==> config.mk <==
export PLATFORM = sky130hd
export DESIGN_NAME = pipelined_adder
export DESIGN_NICKNAME = d
export VERILOG_FILES = /design/src/rtl/pipelined_adder.sv
export SDC_FILE = /design/constraint.sdc
export NUM_CORES = 1
export LEC_CHECK = 0
export BUFFER_PORTS_ARGS = -buffer_cell sky130_fd_sc_hd__buf_2
export CORE_ASPECT_RATIO = 0.75
export CORE_MARGIN = 5
export CORE_UTILIZATION = 35
export CTS_BUF_LIST = sky130_fd_sc_hd__clkbuf_4 sky130_fd_sc_hd__clkbuf_8
export CTS_CLUSTER_DIAMETER = 50
export DETAILED_ROUTE_END_ITERATION = 12
export PLACE_DENSITY = 0.59
export SYNTH_ARGS = -nofsm -noshare
export SYNTH_HDL_FRONTEND = slang
export SYNTH_SLANG_ARGS = --single-unit
export TNS_END_PERCENT = 5
==> constraint.sdc <==
create_clock -name clk -period 7.8 [get_ports clk]
set_clock_uncertainty 0.1 [all_clocks]
set_input_delay 1.95 -clock clk [delete_from_list [all_inputs] [get_ports clk]]
set_output_delay 1.95 -clock clk [all_outputs]
set_load 0.03 [all_outputs]
==> src/rtl/pipelined_adder.sv <==
// pipelined_adder
//   Pipelined add/subtract unit. The DATA_WIDTH operands are cut into STAGES equal
//   slices. One slice is added per clock, and the slice carry is registered between
//   stages. The result is DATA_WIDTH+1 bits wide, with carry-out on top, plus a
//   signed-overflow flag.
//
//   Register layout (index i = 0..STAGES):
//     i = 0        input register: a, b_eff (= ~b for subtract), c0 (= 1 for subtract)
//     i = j+1      output of adder stage j: slice j of the result plus its carry-out
//   As a result, a beat accepted at edge t is presented at edge t+STAGES.
//
// Ports
//   clk        rising-edge clock
//   reset      asynchronous active-high reset; clears every stage
//   in_valid   operand beat valid
//   in_ready   unit can accept a beat this cycle (combinational)
//   a, b       operands, DATA_WIDTH bits
//   cin        carry-in; used in add mode only
//   sub        0: a+b+cin   1: a-b computed as a+~b+1
//   out_valid  result valid
//   out_ready  downstream accepts the result
//   sum        {carry_out, result}; when subtracting, sum[DATA_WIDTH]=1 means no borrow
//   overflow   signed overflow (carry into MSB xor carry out of MSB)
module pipelined_adder #(
  parameter int unsigned DATA_WIDTH = 8,
  parameter int unsigned STAGES     = 4
) (
  input  logic                  clk,
  input  logic                  reset,
  input  logic                  in_valid,
  output logic                  in_ready,
  input  logic [DATA_WIDTH-1:0] a,
  input  logic [DATA_WIDTH-1:0] b,
  input  logic                  cin,
  input  logic                  sub,
  output logic                  out_valid,
  input  logic                  out_ready,
  output logic [DATA_WIDTH:0]   sum,
  output logic                  overflow
);

  localparam int unsigned Slice = DATA_WIDTH / STAGES;

  // Index 0 is the input register. Index j+1 holds the state after adder stage j.
  logic                  v_q [0:STAGES];
  logic                  v_d [0:STAGES];
  logic [DATA_WIDTH-1:0] a_q [0:STAGES];
  logic [DATA_WIDTH-1:0] a_d [0:STAGES];
  logic [DATA_WIDTH-1:0] b_q [0:STAGES];
  logic [DATA_WIDTH-1:0] b_d [0:STAGES];
  logic [DATA_WIDTH-1:0] r_q [0:STAGES];
  logic [DATA_WIDTH-1:0] r_d [0:STAGES];
  logic                  c_q [0:STAGES];
  logic                  c_d [0:STAGES];
  logic                  ovf_q;
  logic                  ovf_d;

  logic                  en;
  logic [Slice:0]        slice_sum;

  always_comb begin
    // A stalled output freezes the entire pipe. Empty stages are not squeezed out.
    en = !v_q[STAGES] || out_ready;

    for (int i = 0; i <= STAGES; i++) begin
      v_d[i] = v_q[i];
      a_d[i] = a_q[i];
      b_d[i] = b_q[i];
      r_d[i] = r_q[i];
      c_d[i] = c_q[i];
    end
    ovf_d     = ovf_q;
    slice_sum = '0;

    if (en) begin
      v_d[0] = in_valid;
      a_d[0] = a;
      b_d[0] = sub ? ~b : b;
      c_d[0] = sub | cin;
      r_d[0] = '0;

      for (int j = 0; j < STAGES; j++) begin
        slice_sum = {1'b0, a_q[j][j*Slice +: Slice]}
                  + {1'b0, b_q[j][j*Slice +: Slice]}
                  + {{Slice{1'b0}}, c_q[j]};
        // Operands skew forward untouched. Only slice j of the result is filled here.
        v_d[j+1]                   = v_q[j];
        a_d[j+1]                   = a_q[j];
        b_d[j+1]                   = b_q[j];
        r_d[j+1]                   = r_q[j];
        r_d[j+1][j*Slice +: Slice] = slice_sum[Slice-1:0];
        c_d[j+1]                   = slice_sum[Slice];
      end

      // slice_sum now holds the top slice. The carry into the MSB equals a^b^sum at that bit.
      ovf_d = slice_sum[Slice]
            ^ a_q[STAGES-1][DATA_WIDTH-1]
            ^ b_q[STAGES-1][DATA_WIDTH-1]
            ^ slice_sum[Slice-1];
    end
  end

  always_ff @(posedge clk or posedge reset) begin
    if (reset) begin
      for (int i = 0; i <= STAGES; i++) begin
        v_q[i] <= 1'b0;
        a_q[i] <= '0;
        b_q[i] <= '0;
        r_q[i] <= '0;
        c_q[i] <= 1'b0;
      end
      ovf_q <= 1'b0;
    end else begin
      for (int i = 0; i <= STAGES; i++) begin
        v_q[i] <= v_d[i];
        a_q[i] <= a_d[i];
        b_q[i] <= b_d[i];
        r_q[i] <= r_d[i];
        c_q[i] <= c_d[i];
      end
      ovf_q <= ovf_d;
    end
  end

  assign in_ready  = en;
  assign out_valid = v_q[STAGES];
  assign sum       = {c_q[STAGES], r_q[STAGES]};
  assign overflow  = ovf_q;

endmodule
After elaboration in Yosys (flattened, before gate mapping)
Index checks and enable logic that the tools add are counted.

Register bits: 95. Input port bits: 22. Logic and storage cells: 39. Output and inout port bits: 12.

Bitwise gates (word level): 5. Multiplexer cells: 1. Reductions and logical operators: 2. Add/sub/neg operators: 8.

Operators by type and width (number): 2-bit by 2-bit adder with 3-bit output (4); 3-bit by 1-bit adder with 3-bit output (4); 8-bit two-way mux (1); 8-bit inverter (1); 1-bit XOR (3); 1-bit logical NOT (1); 1-bit logical OR (1); 1-bit bitwise OR (1).

Logic depth before layout (Yosys ltp)
Word-level depth: 5. Mapped depth: 6. Depth with buffers taken out: 6.

Least setup slack after synthesis
No wires, ideal clock.

Kind: input-to-output. From: input port out_ready. To: output port in_ready. Arrival time: 2.646 ns. Data required time: 5.750 ns. Stages: 5. Path buffers: 4. Setup slack: 3.104 ns. Path through: buf_6 -> nand2b_4 -> buf_12 -> buf_12 -> buf_8.

Cells in the longest elaborated chain, start to end: 1.

Ends and longest elaborated chain: start: declaration (RTL line 37) `input logic out_ready,`; 1-bit logical OR (RTL line 63) `en = !v_q[STAGES] || out_ready;`; end: declaration (RTL line 31) `output logic in_ready,`.

No other way between the ends.

Worst setup path in the final report
Ends and elaborated chain as after synthesis.

==> flow_summary.toml <==
[timing]
max-slew-margin-rel_pct = 41.3
drv_slew = 0
setup_viol = 0
fin_tns_setup_ps = 0
tightest_slew_ps = 880
fin_crit_sh_pct = 63.7
min_period_ps = 4970
rsz0062_at_grt = "no"
fmax_mhz = 201
hold_viol_final = 0

[hold_path]
hp-start = "v_q[1]$_DFFE_PP0P_"
worstHoldPathCells = 1
hp-class = "reg2reg"
min_to = "out_valid$_DFFE_PP0P_"

[clock_network]
clk_latency_ps = 330
post_cts_resized = 0
cts.sinks = 71
cts_tree = "yes"
post-cts-setup-buffer-count = 0
cts_buffers = 9
h-tree-depth = 3
ctsHoldBuffers = 0
path_clk_slew_ps = 70
root_buffer = "clkbuf_8"
cts_buffer_depth = 2

[place]
place_congestion = 0.710
port_buffers = 33
dp_hpwl_um = 3300

[logic_synthesis]
synth_seq_cells = 71
syn_inst = 212
synth.avg_cell_area_um2 = 15.9
ys_warn_count = 0
syn-num-nets = 243
synthDistinctLibCells = 18
ys_seq_area_share_pct = 52.7
synth_area_um2 = 3370

[critical_path]
cp_num_buf_inv = 2
end_kind = "output port"
path_common_cell = "buf_2"
crit_chain = "buf_2 -> nand2b_4 -> buf_2"
max_stage_delay_ps = 480
ff2ff_setup_slack_ps = 5530
worstSetupStartpoint = "out_ready"
crit_family = "buffers and inverters"
start_kind = "primary input"
crit_fanout = 30
reg2reg_to = "b_q[14]$_DFFE_PP0P_"
cp.required_ps = 5750
path_class = "in2out"
reg2regPathDepth = 3
crit_slowest_cell = "nand2b_4"
r2r_start = "out_valid$_DFFE_PP0P_"
crit_arrival_ps = 2920

[drt]
route.detailed.drc = 0
dr.pass1.iters = 4
vias_per_cell = 4.08
wl_um = 4990
post_drt_wl_per_cell_um = 13.3
drt_iter0_markers = 103
num_vias = 1527
ant_nets = 0

[final_layout]
syn2layout_area_growth_pct = 8.25
final_common_cell = "dfrtp_1"
n_antenna_cell = 0
mostFrequentLayoutCells = "dfrtp_1, mux2_4, buf_2"
layout.nets = 270
fill_cells = 932
drive_gt1_share_pct = 43.8

[pwr]
p_leak_nw = 1.81
pwr-share-seq_pct = 42.4
switching_share_pct = 32.1
pwr-share-comb_pct = 40.4
p_sw_mw = 0.477
power-per-cell-area_nw_per_um2 = 407
p_clk_share_pct = 17.2
fin_total_pwr_mw = 1.49
p_int_mw = 1.01
vdd_drop_max_mv = 0.127

[floorplan]
initial_core_util_pct = 35.3
fp.coreArea_um2 = 9540
ios = 34
die_h_um = 95.0
die_area_um2 = 11700
die_w_um = 123
rows = 31

[global_routing]
track_usage_pct = 9.40
antenna_found_initial = 0
grt_max_degree = 72
grt_first_pass_wirelength_um = 8320
grt_pass1_vias = 1609
overflow = 0

[run_status]
status = "finished clean"

[run]
cap_violations = 0
per-stage QoR:
step	hold slack (ps)	std cells	setup slack [ps]	area [µm²]	utilization [%]
floorplan	335	212	3100	3370	-
global placement	353	360	2840	3470	36.4
detailed placement	356	360	2820	3470	36.4
CTS	365	374	2820	3650	38.2
global route	382	374	2770	3650	38.2
finish	366	374	2830	3650	38.2
layout make-up:
class / instances / area, µm² / area share [%]
Tap cell: 132 / 165 / 4.53
Sequential cell: 71 / 1780 / 48.7
Clock inverter: 1 / 5.00 / 0.137
Timing Repair Buffer: 35 / 180 / 4.94
Multi-Input combinational cell: 100 / 1270 / 34.8
Inverter: 22 / 82.6 / 2.26
Clock buffer: 13 / 166 / 4.56
synth_stat cells:
| cell type | count | area [µm²] |
|---|---|---|
| xor2_1 | 7 | 61.3 |
| buf_12 | 7 | 140 |
| xnor2_1 | 2 | 17.5 |
| buf_8 | 1 | 15.0 |
| nor3b_1 | 9 | 67.6 |
| a21oi_1 | 9 | 45.0 |
| fa_1 | 9 | 180 |
| nand2b_4 | 1 | 13.8 |
| mux2i_1 | 6 | 60.1 |
| mux2_2 | 3 | 33.8 |
| inv_1 | 22 | 82.6 |
| clkbuf_2 | 1 | 5.00 |
| buf_6 | 1 | 11.3 |
| nor2_1 | 1 | 3.75 |
| buf_4 | 9 | 67.6 |
| nand2b_1 | 1 | 6.26 |
| mux2_4 | 52 | 781 |
| dfrtp_1 | 71 | 1780 |
how the worst max path moves through the flow:
stage,to,slack (ps),cells after the start
final,in_ready,2830,3
after global routing,in_ready,2770,3
after CTS,in_ready,2820,3
after detailed placement,in_ready,2820,3
after global placement,in_ready,2840,3
after floorplan,in_ready,3100,5
per-layer routing:
layer | up-vias | global-route usage [%] | wire [µm]
met4 | 0 | 3.04 | 19
li1 | 736 | - | -
met1 | 761 | 13.6 | 2520
met3 | 2 | 3.47 | 254
met5 | - | 0 | 0
met2 | 28 | 13.0 | 2200
registers in the layout (all words and copies together) (netlist names):
register and cells:
a_q 20, b_q 20, c_q 4, out_valid 1, overflow 1, r_q 12, sum 9, v_q 4
power groups by stage:
| stage | Clock, mW | Combinational (mW) | Sequential, mW |
|---|---|---|---|
| 3_3_place_gp | 0 | 0.596 | 0.636 |
| 4_1_cts | 0.268 | 0.611 | 0.634 |
| 3_5_place_dp | 0 | 0.607 | 0.641 |
| 6_report | 0.256 | 0.600 | 0.630 |
| 5_1_grt | 0.285 | 0.659 | 0.653 |
| 2_1_floorplan | 0 | 0.569 | 0.617 |
cells by family after synthesis:
| family | count (synthesis) | share of synthesized area, % |
|---|---|---|
| AO/OA/AOI/OAI | 9 | 1.34 |
| XOR/XNOR | 9 | 2.34 |
| adder cells (fa/ha/maj) | 9 | 5.35 |
| multiplexers | 61 | 26.0 |
| flip-flops | 71 | 52.7 |
| AND/OR/NAND/NOR | 12 | 2.71 |
| buffers and inverters | 41 | 9.55 |
Power figures use the tool's default switching activity.
